`src/rtl/fetch_queue.sv`:
```
// rtl/fetch_queue.sv - instruction fetch PC generator with a DEPTH-entry prefetch queue.
// Defining FETCH_QUEUE_BYPASS_EN forwards a returning word straight to decode when the queue is empty.
module fetch_queue #(
  parameter int          DEPTH      = 4,
  parameter logic [31:0] RESET_ADDR = 32'h0
) (
  input  logic                       i_clk,
  input  logic                       i_rst,
  output logic [31:0]                o_addr_i,
  output logic                       o_rd_i,
  input  logic                       i_valid_i,
  input  logic [31:0]                i_data_in_i,
  input  logic                       i_branch_en,
  input  logic [31:0]                i_branch_addr,
  input  logic                       i_inst_ready,
  output logic                       o_inst_valid,
  output logic [31:0]                o_inst,
  output logic [31:0]                o_pc,
  output logic [31:0]                o_ret,
  output logic [$clog2(DEPTH):0]     o_count
);

  localparam int AW = $clog2(DEPTH);
  localparam int CW = AW + 1;
  localparam logic [CW-1:0] FULL = CW'(DEPTH);

  logic [31:0]   pc_q, pc_d;
  logic [AW-1:0] head_q, head_d, tail_q, tail_d;
  logic [CW-1:0] count_q, count_d;
  logic [31:0]   inst_mem_q [DEPTH];
  logic [31:0]   pc_mem_q   [DEPTH];

  logic        push, pop, pop_stored, store, byp, stored_valid;
  logic [31:0] head_inst, head_pc;

  assign stored_valid = (count_q != '0);
  assign o_rd_i       = !i_rst && !i_branch_en && (count_q != FULL);
  assign push         = o_rd_i && i_valid_i;

`ifdef FETCH_QUEUE_BYPASS_EN
  assign byp = push && !stored_valid;
`else
  assign byp = 1'b0;
`endif

  assign o_inst_valid = stored_valid || byp;
  assign pop          = o_inst_valid && i_inst_ready;
  assign pop_stored   = pop && stored_valid;
  // A bypassed word that decode takes immediately never lands in storage.
  assign store        = push && !(byp && i_inst_ready);

  always_comb begin
    head_inst = 32'h0;
    head_pc   = 32'h0;
    if (stored_valid) begin
      head_inst = inst_mem_q[head_q];
      head_pc   = pc_mem_q[head_q];
    end else if (byp) begin
      head_inst = i_data_in_i;
      head_pc   = pc_q;
    end
  end

  assign o_inst   = head_inst;
  assign o_pc     = head_pc;
  assign o_ret    = o_inst_valid ? head_pc + 32'd4 : 32'h0;
  assign o_addr_i = pc_q;
  assign o_count  = count_q;

  always_comb begin
    pc_d    = pc_q;
    head_d  = head_q;
    tail_d  = tail_q;
    count_d = count_q;
    if (i_branch_en) begin
      pc_d    = i_branch_addr;
      head_d  = '0;
      tail_d  = '0;
      count_d = '0;
    end else begin
      if (push)       pc_d   = pc_q + 32'd4;
      if (store)      tail_d = tail_q + 1'b1;
      if (pop_stored) head_d = head_q + 1'b1;
      count_d = count_q + CW'(store) - CW'(pop_stored);
    end
  end

  always_ff @(posedge i_clk) begin
    if (i_rst) begin
      pc_q    <= RESET_ADDR;
      head_q  <= '0;
      tail_q  <= '0;
      count_q <= '0;
    end else begin
      pc_q    <= pc_d;
      head_q  <= head_d;
      tail_q  <= tail_d;
      count_q <= count_d;
    end
  end

  always_ff @(posedge i_clk) begin
    if (store) begin
      inst_mem_q[tail_q] <= i_data_in_i;
      pc_mem_q[tail_q]   <= pc_q;
    end
  end

endmodule

```
`config.mk`:
```
export PLATFORM = sky130hd
export DESIGN_NAME = fetch_queue
export DESIGN_NICKNAME = d
export VERILOG_FILES = /design/src/rtl/fetch_queue.sv
export SDC_FILE = /design/constraint.sdc
export NUM_CORES = 1
export LEC_CHECK = 0
export BUFFER_PORTS_ARGS = -buffer_cell sky130_fd_sc_hd__buf_2
export CORE_ASPECT_RATIO = 0.6
export CORE_MARGIN = 4
export CORE_UTILIZATION = 45
export DETAILED_ROUTE_END_ITERATION = 6
export HOLD_SLACK_MARGIN = 0.05
export PLACE_DENSITY = 0.68
export RECOVER_POWER = 25
export SKIP_CTS_REPAIR_TIMING = 1
export SLEW_MARGIN = 20
export SYNTH_ARGS = -nofsm -noshare
export SYNTH_HDL_FRONTEND = slang
export SYNTH_SLANG_ARGS = --single-unit
```
`constraint.sdc`:
```
create_clock -name i_clk -period 4.7 [get_ports i_clk]
set_input_delay 0.47 -clock i_clk [delete_from_list [all_inputs] [get_ports i_clk]]
set_output_delay 0.47 -clock i_clk [all_outputs]
set_load 0.02 [all_outputs]
```
==> results of run 1 <==
==> routing by layer <==
layer,GRT usage,share of wire
met1,0.3079,0.46
met2,0.2800,0.43
met3,0.05424,0.091
met4,0.04477,0.022
met5,0,0
==> cells in the final DEF (no fill, tap or decap), types with 14 or more instances in the layout <==
cell,netlist,final
a21oi_1,32,32
and2_1,66,62
buf_2,7,169
clkbuf_1,32,36
clkbuf_16,0,27
dfxtp_1,41,39
edfxtp_1,256,256
inv_1,15,14
mux4_2,58,58
nand2_1,49,49
nand3_1,20,20
nand4_1,16,16
nor2_1,67,67
o21ai_0,24,24
xnor2_1,14,14
xor2_1,14,14
==> where the power goes <==
group	switching [mW]	internal, mW	leakage, nW
registers	0.0617	2.90	2.67
clock network	0.972	1.35	0.444
logic	0.256	0.139	2.24
total	1.29	4.39	5.35
==> final timing paths <==
kind | depth (start not counted) | start | end
max | 10 | flip-flop | o_ret[28]
min | 3 | i_branch_addr[3] | o_addr_i[3]
max reg2reg | 11 | o_count[2] | o_count[2]
min reg2reg | 2 | head_q[0] | flip-flop
==> sequential cells by signal, summed over array words and instances (netlist names), named ones only <==
register    flops
inst_mem_q    128
pc_mem_q      128
o_addr_i       32
o_count         3
head_q          2
tail_q          2
==> worst max-delay path, stage by stage (launching register included) <==
cell and delay [ps]:
dfxtp_4 750, mux4_2 360, and2_1 160, ha_1 210
nand4_1 170, nor4b_4 250, buf_4 220, nand4_2 200
or3_1 370, a21oi_1 140, buf_2 180
==> cell families (layout without fill, tap and decap cells) <==
kind of cell	Yosys count	count (layout)	synth area share
compound gates	85	85	0.03895
buf+inv	63	276	0.02335
fa+ha+maj	9	9	0.009418
mux	75	75	0.1264
simple gates	274	274	0.1156
xor+xnor	28	28	0.01923
flops	297	297	0.6671
==> metrics by stage <==
step | setup slack (ps) | utilization | std cells
2_1_floorplan | 789.3 | - | 831
3_3_place_gp | 1246 | 0.5080 | 1361
3_5_place_dp | 1191 | 0.5080 | 1361
4_1_cts | 595.7 | 0.5421 | 1411
5_1_grt | 376.9 | 0.5407 | 1411
6_report | 659.3 | 0.5407 | 1411
==> area by class of cell <==
type                            instances  area, sq um  share of cell area
Sequential cell                       297         8516              0.5674
Multi-Input combinational cell        471         3964              0.2641
Timing Repair Buffer                  211         1066             0.07103
Clock buffer                           35        745.7             0.04969
Tap cell                              367        459.2             0.03060
Clock inverter                         15        201.4             0.01342
Inverter                               15        56.30            0.003752
==> summary.md, run 1 <==
| Metric | Value |
|---|---|
| Clock transition at path regs | 60 ps |
| Mapped cell area | 12750 sq um |
| Port bufs | 201 |
| Worst setup EP type | output port |
| Routed Antenna Nets | 0 |
| Most used flip-flop cell after synthesis | edfxtp_1 |
| Post-Syn Instances | 831 |
| Root Driver | clkbuf_16 |
| Fin nets | 1101 |
| DRT iter0 DRCs | 815 |
| GRT overflow | 0 |
| Vias in the first global route | 7831 |
| Global-route wire length before repair | 47.95 mm |
| Yosys warnings | 0 |
| Initial antenna violation count | 0 |
| Largest net degree at the start of global routing | 65 |
| Number of diodes | 0 |
| Full die area | 31190 sq um |
| Fin area | 15010 sq um |
| Post-synth EDFFs | 256 |
| Initial core utilization | 0.4595 |
| P per Cell Area | 378.4 nW/um^2 |
| I/O pins | 202 |
| DR pass1 iterations | 5 |
| Worst-case vdd ir drop | 0.0002041 V |
| Avg Synthesized Cell Area | 15.35 sq um |
| Worst Skew | 15.37 ps |
| Setup crit start kind | flip-flop |
| Placed Area | 14100 sq um |
| Min-delay worst type | input port to flip-flop |
| Hold Slack | 172.2 ps |
| Period utilisation layout | 0.8597 |
| Seq/Total Area, Yosys | 0.6671 |
| Leak pwr | 5.351 nW |
| CTS tree | done |
| Core region area | 27760 sq um |
| Drc violations | 0 |
| Post-DP HPWL | 21.04 mm |
| Reg2reg setup slack | 1560 ps |
| Slew of the pin with the lowest slew margin | 1022 ps |
| Gr usage total | 0.1982 |
| Number of synthesized register bits | 297 |
| Layout area overhead | 17.67% |
| Fin. Hold Viols | 0 |
| CP Data Arrival Time | 3570 ps |
| Count leader, synth | edfxtp_1 |
| Setup TNS | 0 ps |
| RSZ-0062 raised after global routing | no |
| Clock tree sinks | 297 |
| Setup CP Type | flip-flop to output port |
| Max-cap check violation count | 0 |
| CTS max path bufs | 3 |
| CTS Buf Count | 27 |
| Critical Path RT | 4230 ps |
| Max-slew violations | 0 |
| Netlist cell types | 50 |
| Post-Synthesis Net Count | 909 |
| Cell type with the largest total area after synthesis | edfxtp_1 |
| Fin crit period | 4041 ps |
| # setup viols final | 0 |
| Die Wd | 225.3 microns |
| Die Ht | 138.4 microns |
| Vias | 7943 |
| Synth top cells by count | edfxtp_1 (256), nor2_1 (67), and2_1 (66) |
| Final wirelength | 31.36 mm |
| H-tree depth | 1 |
| Drt wl/cell | 22.22 microns |
| Fmax | 0.2475 GHz |
| Row count | 47 |
| Share of the synthesized area in the top cell type | 0.6027 |
| RD Place Congestion | 0.8225 |
| Async SR Flop Fraction | 0 |
| Slew margin rel. | 0.3187 |
| Clock Latency Late Sink | 550 ps |
| Crit path max fanout | 43 |
| Final Total Pwr | 5.679 mW |
| Fill cells | 2296 |
| Share of cells above drive strength 1 | 0.2912 |
| Outcome | complete, no violations |
| Routed vias/inst | 5.629 |
| Synth top area cells | edfxtp_1 (60%), mux4_2 (10%), dfxtp_1 (6.4%), and2_1 (3.2%), nor2_1 (2.0%) |
(Power assumes the default switching activity.)
==> run 2, diff against run 1 <==
Clock period 4.7 ns to 3.9 ns, I/O delays scaled along.
==> summary.md, run 2 (synthesized netlist as in run 1, its figures left out) <==
| Metric | Value |
|---|---|
| Crit path max fanout | 17 (was 43) |
| Drt wl/cell | 22.46 microns (was 22.22 microns) |
| Fmax | 0.2718 GHz |
| CP max-delay cell | mux4_1 (was dfxtp_4) |
| Row count | 47 (unchanged) |
| Max-cap check violation count | 0 (unchanged) |
| Global-route wire length before repair | 48.45 mm (was 47.95 mm) |
| Most frequent cells in the layout | edfxtp_1 (256), buf_2 (169), nor2_1 (67) (unchanged) |
| Clock tree sinks | 297 (unchanged) |
| Max stage delay on crit path | 640 ps (was 750 ps) |
| Leak pwr | 5.437 nW (was 5.351 nW) |
| Placed Cells | 1368 (was 1361) |
| Gr usage total | 0.2010 (was 0.1982) |
| Setup crit start kind | flip-flop (unchanged) |
| I/O pins | 202 (unchanged) |
| Worst Skew | 15.06 ps (was 15.37 ps) |
| RD Place Congestion | 0.7799 (was 0.8225) |
| Final wirelength | 32.09 mm (was 31.36 mm) |
| Die Wd | 225.3 microns (unchanged) |
| Post-DP HPWL | 21.56 mm (was 21.04 mm) |
| Slew margin rel. | 0.3859 (was 0.3187) |
| Min-delay worst type | input port to flip-flop (unchanged) |
| Initial core utilization | 0.4595 (unchanged) |
| Multi-input gate area | 3964 sq um (unchanged) |
| Root Driver | clkbuf_16 (unchanged) |
| Period utilisation layout | 0.9432 |
| Worst path cell trace | buf_6 -> mux4_1 -> nor4_4 -> buf_4 -> nand4_4 -> nor3_1 -> mux2_2 -> buf_2 (was mux4_2 -> and2_1 -> ha_1 -> nand4_1 -> nor4b_4 -> buf_4 -> nand4_2 -> or3_1 -> a21oi_1 -> buf_2) |
| FF+latch area | 8516 sq um (unchanged) |
| Fin cells | 1429 (was 1411) |
| Core region area | 27760 sq um (unchanged) |
| Final core utilization | 0.5458 (was 0.5407) |
| Vias in the first global route | 7784 (was 7831) |
| Fin nets | 1117 (was 1101) |
| GRT overflow | 0 (unchanged) |
| Share of cells above drive strength 1 | 0.2922 (was 0.2912) |
| Largest net degree at the start of global routing | 50 (was 65) |
| # setup viols final | 0 (unchanged) |
| Fin crit period | 3679 ps |
| Outcome | complete, no violations (unchanged) |
| Drc violations | 0 (unchanged) |
| Slew of the pin with the lowest slew margin | 912.7 ps (was 1022 ps) |
| Routed Antenna Nets | 0 (unchanged) |
| H-tree depth | 1 (unchanged) |
| Setup CP Type | flip-flop to output port (unchanged) |
| CP Data Arrival Time | 3290 ps (was 3570 ps) |
| Clock Latency Late Sink | 550 ps (about the same) |
| CTS max path bufs | 3 (unchanged) |
| CTS tree | done (unchanged) |
| Initial antenna violation count | 3 (was 0) |
| Die Ht | 138.4 microns (unchanged) |
| DR pass1 iterations | 5 (unchanged) |
| Port bufs | 201 (unchanged) |
| Fill cells | 2279 (was 2296) |
| CTS Buf Count | 28 (was 27) |
| P per Cell Area | 447.3 nW/um^2 (was 378.4 nW/um^2) |
| Setup TNS | 0 ps (unchanged) |
| Layout area overhead | 18.77% (was 17.67%) |
| Worst setup EP type | output port (unchanged) |
| Max-slew violations | 0 (unchanged) |
| Routed vias/inst | 5.633 (was 5.629) |
| DRT iter0 DRCs | 750 (was 815) |
| RSZ-0062 raised after global routing | no (unchanged) |
| Vias | 8050 (was 7943) |
| Fin. Hold Viols | 0 (unchanged) |
| Commonest non-fill, non-tap cell in the layout | edfxtp_1 (unchanged) |
| Full die area | 31190 sq um (unchanged) |
| Critical Path RT | 3510 ps (was 4230 ps) |
| Worst-case vdd ir drop | 0.0002678 V (was 0.0002041 V) |
| Final Total Pwr | 6.775 mW (was 5.679 mW) |
| Clock transition at path regs | 60 ps (about the same) |
[run 2: path summary, 6_finish.rpt]
kind | start | to | slack (ps) | depth (start not counted)
worst max-delay path | flip-flop | o_ret[29] | 220 | 8
worst min-delay path | i_branch_addr[3] | o_addr_i[3] | 80 | 3
worst min register to register | o_addr_i[0] | pc_mem_q[3][0] | 520 | 0
worst max register to register | o_count[2] | o_count[2] | 1270 | 10
[run 2: routing by layer]
metal | global-route usage | share of wire | up-vias
met5 | 0 | 0.00084 | -
met4 | 0.03800 | 0.018 | 4
met3 | 0.04915 | 0.084 | 46
met2 | 0.2978 | 0.45 | 342
met1 | 0.3074 | 0.45 | 4046
li1 | - | - | 3612
[run 2: worst max-delay path, delay by kind of cell, from the launching register on]
family                 cells  cell delay, ps
and+or+nand+nor            3             570
DFF                        1             490
muxes                      2            1000
buffers and inverters      3             670
[run 2: final cells by class]
| class | instances | area share |
|---|---|---|
| inverters | 15 | 0.003717 |
| diodes | 1 | 0.0001652 |
| well taps | 367 | 0.03031 |
| clock inverters | 13 | 0.008425 |
| clock buffers | 39 | 0.05237 |
| repair buffers | 226 | 0.08119 |
| flip-flops and latches | 297 | 0.5622 |
| multi-input cells | 471 | 0.2617 |
[run 2: power by group]
group	total [mW]	leakage, nW	internal (mW)	switching, mW
registers	3.57	2.67	3.50	0.0705
clock network	2.72	0.449	1.56	1.16
logic	0.489	2.32	0.175	0.314
[run 2: stage by stage]
stage / worst slack [ps] / hold WS (ps) / instance area, sq um
final: 221.4 / 78.75 / 15150
after global routing: 23.63 / 52.66 / 15150
after CTS: -79.21 / 36.15 / 15100
after detailed placement: 512.3 / 516.7 / 14180
after global placement: 609.3 / 502.0 / 14180
after floorplan: 69.27 / 484.7 / 12750
